### src/rtl/slab_hit_collector_if.sv
// Handshake bundle between the slab comparators, the hit collector and its consumer.
// The collector uses the slave modport; the issuing/consuming side uses master.
interface slab_hit_collector_if #(
  parameter int IDW  = 16,
  parameter int NCMP = 3
);
  logic            in_valid;
  logic [IDW-1:0]  in_id;
  logic            in_ready;
  logic [NCMP-1:0] le_flags;
  logic            out_valid;
  logic            out_ready;
  logic [IDW-1:0]  out_id;
  logic            out_hit;

  modport master (
    output in_valid, in_id, le_flags, out_ready,
    input  in_ready, out_valid, out_id, out_hit
  );

  modport slave (
    input  in_valid, in_id, le_flags, out_ready,
    output in_ready, out_valid, out_id, out_hit
  );
endinterface

### src/rtl/slab_hit_collector.sv
// Tags comparator results with their ray id, ANDs the slab flags into one hit bit,
// buffers results in a show-ahead FIFO and grants upstream credits so nothing is dropped.
module slab_hit_collector #(
  parameter int LAT   = 3,
  parameter int NCMP  = 3,
  parameter int IDW   = 16,
  parameter int DEPTH = 8,
  parameter int CW    = 32
) (
  input  logic                 clk,
  input  logic                 rst,
  slab_hit_collector_if.slave  bus,
  output logic [CW-1:0]        ray_count,
  output logic [CW-1:0]        hit_count
);
  localparam int AW   = $clog2(DEPTH);
  localparam int CNTW = AW + 1;
  localparam int IFW  = $clog2(LAT + 1);
  localparam int OW   = $clog2(DEPTH + LAT + 1) + 1;

  logic [LAT:1]   dl_vld_r;
  logic [IDW-1:0] dl_id_r [1:LAT];
  logic [IFW-1:0] inflight_r;

  logic [IDW-1:0]  mem_id_r [DEPTH];
  logic [DEPTH-1:0] mem_hit_r;
  logic [AW-1:0]   wr_ptr_r;
  logic [AW-1:0]   rd_ptr_r;
  logic [CNTW-1:0] count_r;
  logic [CW-1:0]   ray_count_r;
  logic [CW-1:0]   hit_count_r;

  logic [OW-1:0] occ_s;
  logic          ready_s;
  logic          accept_s;
  logic          push_s;
  logic          pop_s;
  logic          hit_s;

  // Credit check counts both rays still in the delay line and rays already buffered,
  // so a push can never find the FIFO full.
  always_comb begin
    occ_s    = OW'(inflight_r) + OW'(count_r);
    ready_s  = 1'b0;
    if (rst) begin
      ready_s = 1'b0;
    end else begin
      ready_s = (occ_s < OW'(DEPTH));
    end
    accept_s = bus.in_valid && ready_s;
    push_s   = dl_vld_r[LAT];
    hit_s    = &bus.le_flags;
    pop_s    = (count_r != {CNTW{1'b0}}) && bus.out_ready;
  end

  // Tag delay line aligning ray ids with the comparator outputs, plus in-flight counter.
  always_ff @(posedge clk) begin
    if (rst) begin
      dl_vld_r   <= '0;
      inflight_r <= '0;
      for (int i = 1; i <= LAT; i++) begin
        dl_id_r[i] <= '0;
      end
    end else begin
      dl_vld_r[1] <= accept_s;
      dl_id_r[1]  <= bus.in_id;
      for (int i = 2; i <= LAT; i++) begin
        dl_vld_r[i] <= dl_vld_r[i-1];
        dl_id_r[i]  <= dl_id_r[i-1];
      end
      case ({accept_s, push_s})
        2'b10:   inflight_r <= inflight_r + IFW'(1);
        2'b01:   inflight_r <= inflight_r - IFW'(1);
        default: inflight_r <= inflight_r;
      endcase
    end
  end

  // Result FIFO storage, pointers, occupancy and ray/hit statistics.
  always_ff @(posedge clk) begin
    if (rst) begin
      wr_ptr_r    <= '0;
      rd_ptr_r    <= '0;
      count_r     <= '0;
      mem_hit_r   <= '0;
      ray_count_r <= '0;
      hit_count_r <= '0;
      for (int i = 0; i < DEPTH; i++) begin
        mem_id_r[i] <= '0;
      end
    end else begin
      if (push_s) begin
        mem_id_r[wr_ptr_r]  <= dl_id_r[LAT];
        mem_hit_r[wr_ptr_r] <= hit_s;
        wr_ptr_r            <= wr_ptr_r + AW'(1);
        ray_count_r         <= ray_count_r + CW'(1);
        if (hit_s) begin
          hit_count_r <= hit_count_r + CW'(1);
        end else begin
          hit_count_r <= hit_count_r;
        end
      end else begin
        wr_ptr_r    <= wr_ptr_r;
        ray_count_r <= ray_count_r;
        hit_count_r <= hit_count_r;
      end
      if (pop_s) begin
        rd_ptr_r <= rd_ptr_r + AW'(1);
      end else begin
        rd_ptr_r <= rd_ptr_r;
      end
      case ({push_s, pop_s})
        2'b10:   count_r <= count_r + CNTW'(1);
        2'b01:   count_r <= count_r - CNTW'(1);
        default: count_r <= count_r;
      endcase
    end
  end

  assign bus.in_ready  = ready_s;
  assign bus.out_valid = (count_r != {CNTW{1'b0}});
  assign bus.out_id    = mem_id_r[rd_ptr_r];
  assign bus.out_hit   = mem_hit_r[rd_ptr_r];
  assign ray_count     = ray_count_r;
  assign hit_count     = hit_count_r;
endmodule

### src/flat_wrapper.sv
// flat-port wrapper written by rule: the top's interface ports become plain ports
module slab_hit_collector_flat 
#(
  parameter int LAT   = 3,
  parameter int NCMP  = 3,
  parameter int IDW   = 16,
  parameter int DEPTH = 8,
  parameter int CW    = 32
)
  (clk, rst, ray_count, hit_count, bus_in_valid, bus_in_id, bus_le_flags, bus_out_ready, bus_in_ready, bus_out_valid, bus_out_id, bus_out_hit);
  slab_hit_collector_if #(.IDW(IDW), .NCMP(NCMP)) bus_i ();
  input  logic clk;
  input  logic rst;
  output logic [CW-1:0] ray_count;
  output logic [CW-1:0] hit_count;
  input wire logic [$bits(bus_i.in_valid)-1:0] bus_in_valid;
  input wire logic [$bits(bus_i.in_id)-1:0] bus_in_id;
  input wire logic [$bits(bus_i.le_flags)-1:0] bus_le_flags;
  input wire logic [$bits(bus_i.out_ready)-1:0] bus_out_ready;
  output wire logic [$bits(bus_i.in_ready)-1:0] bus_in_ready;
  output wire logic [$bits(bus_i.out_valid)-1:0] bus_out_valid;
  output wire logic [$bits(bus_i.out_id)-1:0] bus_out_id;
  output wire logic [$bits(bus_i.out_hit)-1:0] bus_out_hit;
  assign bus_i.in_valid = bus_in_valid;
  assign bus_i.in_id = bus_in_id;
  assign bus_i.le_flags = bus_le_flags;
  assign bus_i.out_ready = bus_out_ready;
  assign bus_in_ready = bus_i.in_ready;
  assign bus_out_valid = bus_i.out_valid;
  assign bus_out_id = bus_i.out_id;
  assign bus_out_hit = bus_i.out_hit;
  slab_hit_collector #(.LAT(LAT), .NCMP(NCMP), .IDW(IDW), .DEPTH(DEPTH), .CW(CW)) u_core (.clk(clk), .rst(rst), .bus(bus_i), .ray_count(ray_count), .hit_count(hit_count));
endmodule
### config.mk
export PLATFORM = sky130hd
export DESIGN_NAME = slab_hit_collector_flat
export DESIGN_NICKNAME = d
export VERILOG_FILES = /design/src/rtl/slab_hit_collector_if.sv /design/src/rtl/slab_hit_collector.sv /design/src/flat_wrapper.sv
export SDC_FILE = /design/constraint.sdc
export NUM_CORES = 1
export LEC_CHECK = 0
export BUFFER_PORTS_ARGS = -buffer_cell sky130_fd_sc_hd__buf_4
export CORE_AREA = 2 2 137 172
export DETAILED_ROUTE_END_ITERATION = 10
export DIE_AREA = 0 0 139 174
export PLACE_DENSITY = 0.68
export RECOVER_POWER = 25
export SETUP_SLACK_MARGIN = 0.3
export SKIP_CTS_REPAIR_TIMING = 1
export SYNTH_ARGS = -nofsm -noshare
export SYNTH_HDL_FRONTEND = slang
export SYNTH_SLANG_ARGS = --single-unit
### constraint.sdc
create_clock -name clk -period 7.12 [get_ports clk]
set_input_delay 0.712 -clock clk [delete_from_list [all_inputs] [get_ports clk]]
set_output_delay 0.712 -clock clk [all_outputs]
set_load 0.02 [all_outputs]
Word-level counts from Yosys, hierarchy flattened

Memory sizes are Yosys's and may differ from the RTL's. A register that Yosys moved wholly into a read port is not among the register bits.
Index checks and enable logic that the tools add are counted.

Register bits: 87
Memory bits (writable): 176
Input port bits: 23
Word-level logic and storage cells: 61
Memories kept: 2

Add/sub/neg operators: 9
Order comparisons: 4
Equal/unequal tests: 4
Muxes and demuxes: 22
Bitwise operators: 3
Reductions and logical operators: 9

Memories:

| name            | words | bits a word | rd ports | clocked after memory_dff | wr ports | line                     | text |
|---|---|---|---|---|---|---|---|
| u_core.mem_id_r | 8     | 16          | 1        | 1                        | 8        | slab_hit_collector.sv:25 | `logic [IDW-1:0] mem_id_r [DEPTH];` |
| u_core.dl_id_r  | 3     | 16          | 3        | 0                        | 3        | slab_hit_collector.sv:22 | `logic [IDW-1:0] dl_id_r [1:LAT];` |

Operators with widths:

| cell                  | count |
|---|---|
| $add 32x1->32 const B | 2 |
| $mux 16               | 4 |
| $reduce_or 16->1      | 1 |
| $mux 1                | 10 |
| $mux 3                | 3 |
| $bwmux 8              | 1 |
| $lt 3x4->1 const B    | 2 |
| $pmux 4 s2            | 1 |
| $add 3x1->3 const B   | 2 |
| $add 2x4->5           | 1 |
| $lt 5x4->1 const B    | 1 |
| $add 4x1->4 const B   | 1 |
| $eq 2x1->1 const B    | 2 |
| $eq 2x2->1 const B    | 2 |
| $pmux 2 s2            | 1 |
| $reduce_and 4->1      | 1 |
| $reduce_bool 2->1     | 2 |
| $reduce_bool 4->1     | 1 |
| $sub 4x1->4 const B   | 1 |
| $bmux 1 s3            | 1 |
| $demux 1 s3           | 1 |
| $ge 3x1->1 const B    | 1 |
| $logic_and 1x1->1     | 3 |
| $or 1x1->1            | 3 |
| 3 further kinds       | 3 |

Logic depth before layout (Yosys ltp)

Depth after elaboration: 6
Gate-level depth with buffers: 10
Depth with buffers taken out: 10

Least setup slack after synthesis

Ideal clock, no wire load.

Kind: reg-to-reg
Start: register u_core.count_r[0]
End: register u_core.count_r[3]
Arrival: 2.553 ns
Slack: 4.446 ns
Cell stages (with the launch flop): 10
Period minus slack after synthesis: 2.674 ns
Path through: dfxtp_1 > or4_1 > nand2_1 > inv_1 > ha_1 > ha_1 > a21o_1 > a21oi_1 > mux2i_1 > mux2_2

Longest elaborated chain between the ends: 4

RTL lines:

| what                                            | line                      | text |
|---|---|---|
| start, declared                                 | slab_hit_collector.sv:29  | `logic [CNTW-1:0] count_r;` |
| start signal, assigned                          | slab_hit_collector.sv:113 | `2'b10: count_r <= count_r + CNTW'(1);` |
| start signal, assigned                          | slab_hit_collector.sv:114 | `2'b01: count_r <= count_r - CNTW'(1);` |
| start signal, assigned                          | slab_hit_collector.sv:115 | `default: count_r <= count_r;` |
| $reduce_bool 4->1 *                             | --                        |  |
| named net bus_out_valid                         | flat_wrapper.sv:21        | `output wire logic [$bits(bus_i.out_valid)-1:0] bus_out_valid;` |
| $logic_and 1x1->1 *                             | slab_hit_collector.sv:53  | `pop_s = (count_r != {CNTW{1'b0}}) && bus.out_ready;` |
| $eq 2x1->1 or $eq 2x2->1 (tied branches)        | slab_hit_collector.sv:112 | `case ({push_s, pop_s})` |
| $pmux 4 s2 or $reduce_bool 2->1 (tied branches) | --                        |  |

The timed path passes the listed nets; every way through them passes the cells marked *.
A chain may end at the register's enable or synchronous reset.

==> impl_summary.log <==
INFO  metric most_repeated_cell_in_the_gate_level_netlist_after_synthesis = sky130_fd_sc_hd__dfxtp_1
INFO  metric antenna_found_initial = 0
INFO  metric timing.fmax = 0.2673 GHz
INFO  metric critical_path.n_buffers_inverters = 2
INFO  metric tritoncts = yes
INFO  metric synth_seq_cells = 266
INFO  metric synth-simple-area-share = approximately a fifth
INFO  metric critPathKind = input port to flip-flop
INFO  metric critical-path-top-delay-family = buffers and inverters
INFO  metric clk_transition_reported_paths = 0.06 ns
INFO  metric timing.final.hold_violations = 0
INFO  metric antenna_cells_inserted = 0
INFO  metric grt_first_pass_wirelength = between 30,000 and 40,000 µm
INFO  metric worstPathMaxFanout = 94
INFO  metric worst_clock_skew = 0.005434 ns
INFO  metric design.final.nets = 1,049
INFO  metric layout.filler_cells = 1,931
INFO  metric synth_instances = 916
INFO  metric grt.overflow.total = 0
INFO  metric cts-htree-levels = 1
INFO  metric final_max_slew_viol_count = 49
INFO  metric die_area = 0.02419 mm²
INFO  metric drive_above_1_share = 16.80%
INFO  metric vias_per_cell = 5.508
INFO  metric fp.dieW = 139 µm
INFO  metric setup_viol = 0
INFO  metric power.static_leakage = ~4.7 nW
INFO  metric synth_seq_area_share = 59.47%
INFO  metric reg2reg_from = u_core.dl_vld_r[3]
INFO  metric synth_fa_ha_area_share = 1.194%
INFO  metric floorplan.rows = 62
INFO  metric r2r_cells = 4
INFO  metric worst_ep_required_time = slightly above 7 ns
INFO  metric num_io_pins = ~110
INFO  metric power-per-cell-area = 264.0 mW/mm²
INFO  metric drv.max_cap_violation_count = 1
INFO  metric synth_enable_flop_cells = 128
INFO  metric met3_wirelength = 1479 µm
INFO  metric critical_path.reg2reg.endpoint = u_core.hit_count[22]
INFO  metric tritoncts_num_sinks = 266
INFO  metric die_height = 174 µm
INFO  metric numCtsBuffers = 26
INFO  metric detailed_place_hpwl = 14,120 µm
INFO  metric clock-root-buffer = sky130_fd_sc_hd__clkbuf_16
INFO  metric worst_setup_path_endpoint = u_core.mem_id_r[0][9]
INFO  metric finalInstanceArea = 0.01290 mm²
INFO  metric failed_checks = capacitance limit, slew limit
INFO  metric wirelength_met1 = 9766 µm
INFO  metric synth_area = ~0.011 mm²
INFO  metric timing.critical_path.slowest_stage_cell = sky130_fd_sc_hd__clkbuf_1
INFO  metric detail-route-antenna-nets = 0
INFO  metric synth_compound_area_share = under 10%
INFO  metric worst_hold_path_type = input port to flip-flop
INFO  metric clkLatencyLatePin = 0.52 ns
INFO  metric post_synth_num_cell_types = 40
INFO  metric grt_pass1_vias = just over 7,000
INFO  metric relSlewSlack = -40.95%
INFO  metric ys.flop_type = sky130_fd_sc_hd__dfxtp_1
INFO  metric drt_drc_violations_left = 0
INFO  metric cp.depth = 3
INFO  metric arrival = 3.89 ns
INFO  metric ir_worst_vdd = ~0.18 mV
INFO  metric global_route.usage.total = 19.45%
INFO  metric worst_hold_slack = 0.3985 ns
INFO  metric detailed_place.area = 0.01219 mm²
INFO  metric unrepaired_setup_endpoints_after_global_routing = no
INFO  metric reg2reg_slack = between 4 and 5 ns
INFO  metric syn_nets = 949
INFO  metric topRoutingLayerUsed = met4
INFO  metric critical_path.endpoint_type = flip-flop
INFO  metric synth.top_cells.by_area = sky130_fd_sc_hd__edfxtp_1 (35%), sky130_fd_sc_hd__dfxtp_1 (25%), sky130_fd_sc_hd__mux4_2 (6.9%)
INFO  metric synthTopCellsByCount = sky130_fd_sc_hd__dfxtp_1 (138), sky130_fd_sc_hd__edfxtp_1 (128), sky130_fd_sc_hd__and2_1 (97)
INFO  metric setup.worst_path.start_class = input port
INFO  metric ctsLongestPathBuffers = 3
INFO  metric synth_top_family_by_area = simple AND/OR/NAND/NOR gates
INFO  metric io_port_bufs = 105
INFO  metric drt-wirelength-per-cell = 17.92 µm
INFO  metric globalplace.congestion = 0.7568
INFO  metric final.min_clock_period = between 3 and 4 ns
INFO  metric timing.critical_path.cells = clkbuf_1, buf_4, a21o_1
INFO  metric max_slew.worst_pin.slew = 2.114 ns
INFO  metric starting_density_of_the_core = about half
INFO  metric synth_top_area_share = around a third
INFO  metric drt-pass1-iter-count = 4
INFO  metric postSynth.asyncResetShare = 0%
INFO  metric cpPeakStageDelay = between 1 and 1.5 ns
INFO  metric post_synth_xor_area_fraction = 2.129%
INFO  metric synth_top_cell_by_area = sky130_fd_sc_hd__edfxtp_1
INFO  metric finalCoreUtilization = 56.94%
INFO  metric cp-startpoint = rst
INFO  metric period_share = 52.55%
INFO  metric core_area = ~0.023 mm²
INFO  metric yosys_warnings = 0
INFO  metric avgSynthCellArea = 12.13 µm²
INFO  metric drt-total-wl = 23,730 µm
INFO  metric flow.area_growth_from_synthesis = 16.12%
INFO  metric run_status = finished, violations left
INFO  metric route.vias.total = approximately 7,300
INFO  metric grt_max_degree = between 90 and 100
INFO  metric drt_first_iter_violations = ~350
INFO  metric detailroute.wirelength.met2 = 12,030 µm
INFO  metric final.setup.tns = 0 ns
INFO  metric post_synth_mux_area_share = 8.989%
[layout make-up]
type                       instances  area (µm²)  area share, %
timing repair buffer             122       739.5          5.733
clock inverter                    15       175.2          1.358
tap                              288       360.3          2.794
sequential                       266        6608          51.23
multi-input combinational        577        4222          32.73
inverter                          23       86.33         0.6693
clock buffer                      33       708.2          5.490
[where the power goes]
part	switching, mW	internal (mW)	total [mW]
Clock	0.567	0.847	1.41
Sequential	0.0249	1.65	1.67
Combinational	0.164	0.156	0.320
Total	0.755	2.65	3.41
[metal layers]
metal	vias up	global-route usage, %
met1	3539	24.46
met4	0	5.261
met2	178	34.11
li1	3538	-
met5	-	0
met3	37	4.160
[flip-flops by register name, summed over array words and instances (netlist names), named ones only]
| signal | count |
|---|---|
| u_core.mem_id_r | 128 |
| u_core.dl_id_r | 48 |
| u_core.hit_count | 32 |
| u_core.ray_count | 32 |
| u_core.mem_hit_r | 8 |
| u_core.count_r | 4 |
| u_core.dl_vld_r | 3 |
| u_core.rd_ptr_r | 3 |
| u_core.wr_ptr_r | 3 |
| u_core.inflight_r | 2 |
[worst reg2reg max path, stage by stage (launching register included)]
cell	delay (ns)
sky130_fd_sc_hd__dfxtp_1	0.75
sky130_fd_sc_hd__nand4_1	0.50
sky130_fd_sc_hd__or4_1	0.93
sky130_fd_sc_hd__nor4_1	0.38
sky130_fd_sc_hd__mux2_1	0.35
[layout by cell type, fill, tap and decap left out, types with 3 or more instances in the layout]
cell type and instances:
sky130_fd_sc_hd__xnor2_1 11, sky130_fd_sc_hd__nor2_1 45, sky130_fd_sc_hd__clkinvlp_2 3, sky130_fd_sc_hd__nor4_1 4, sky130_fd_sc_hd__nand2_1 36, sky130_fd_sc_hd__o21ai_0 16, sky130_fd_sc_hd__xor2_1 16, sky130_fd_sc_hd__and4_1 7
sky130_fd_sc_hd__mux2_2 17, sky130_fd_sc_hd__or4_1 32, sky130_fd_sc_hd__buf_4 75, sky130_fd_sc_hd__o32ai_1 6, sky130_fd_sc_hd__or3_1 16, sky130_fd_sc_hd__o31ai_1 27, sky130_fd_sc_hd__nor3_1 3, sky130_fd_sc_hd__and3_1 40
sky130_fd_sc_hd__nor2b_1 52, sky130_fd_sc_hd__dfxtp_1 137, sky130_fd_sc_hd__nand3_1 19, sky130_fd_sc_hd__mux4_2 34, sky130_fd_sc_hd__clkinv_2 5, sky130_fd_sc_hd__mux2i_1 3, sky130_fd_sc_hd__o21bai_1 6, sky130_fd_sc_hd__bufinv_16 4
sky130_fd_sc_hd__nand4_1 15, sky130_fd_sc_hd__and2_1 96, sky130_fd_sc_hd__inv_1 23, sky130_fd_sc_hd__edfxtp_1 128, sky130_fd_sc_hd__clkbuf_16 27, sky130_fd_sc_hd__nand2b_1 4, sky130_fd_sc_hd__a21oi_1 48, sky130_fd_sc_hd__clkbuf_1 52
sky130_fd_sc_hd__ha_1 9
[metrics by stage]
step                      setup WS (ns)  instances  power, mW
after detailed placement          3.986       1276      2.033
after floorplan                   4.446        916      1.931
final                             3.378       1324      3.406
after global routing              3.064       1324      3.538
after CTS                         3.884       1324      3.450
after global placement            3.999       1276      2.028
[worst min-delay path by stage]
stage                                from                    end  slack, ns  cells past startpoint
floorplan           u_core.dl_id_r[0][16]  u_core.dl_id_r[0][32]       0.41                      1
finish                       bus_in_id[0]  u_core.dl_id_r[0][16]       0.40                      2
CTS                          bus_in_id[1]  u_core.dl_id_r[0][17]       0.38                      2
global route                bus_in_id[10]  u_core.dl_id_r[0][26]       0.38                      2
detailed placement  u_core.dl_id_r[0][39]  u_core.dl_id_r[0][55]       0.42                      1
global placement    u_core.dl_id_r[0][16]  u_core.dl_id_r[0][32]       0.42                      1
[kinds of logic (layout without fill, tap and decap cells)]
logic type                 count (synthesis)  in the layout
AOI/OAI and AO/OA                        110            110
buffers and inverters                     73            193
muxes                                     55             55
xor gates and xnor gates                  27             27
adders and majority gates                 10             10
DFF                                      266            266
and+or+nand+nor                          375            375
(Power assumes the default switching activity.)
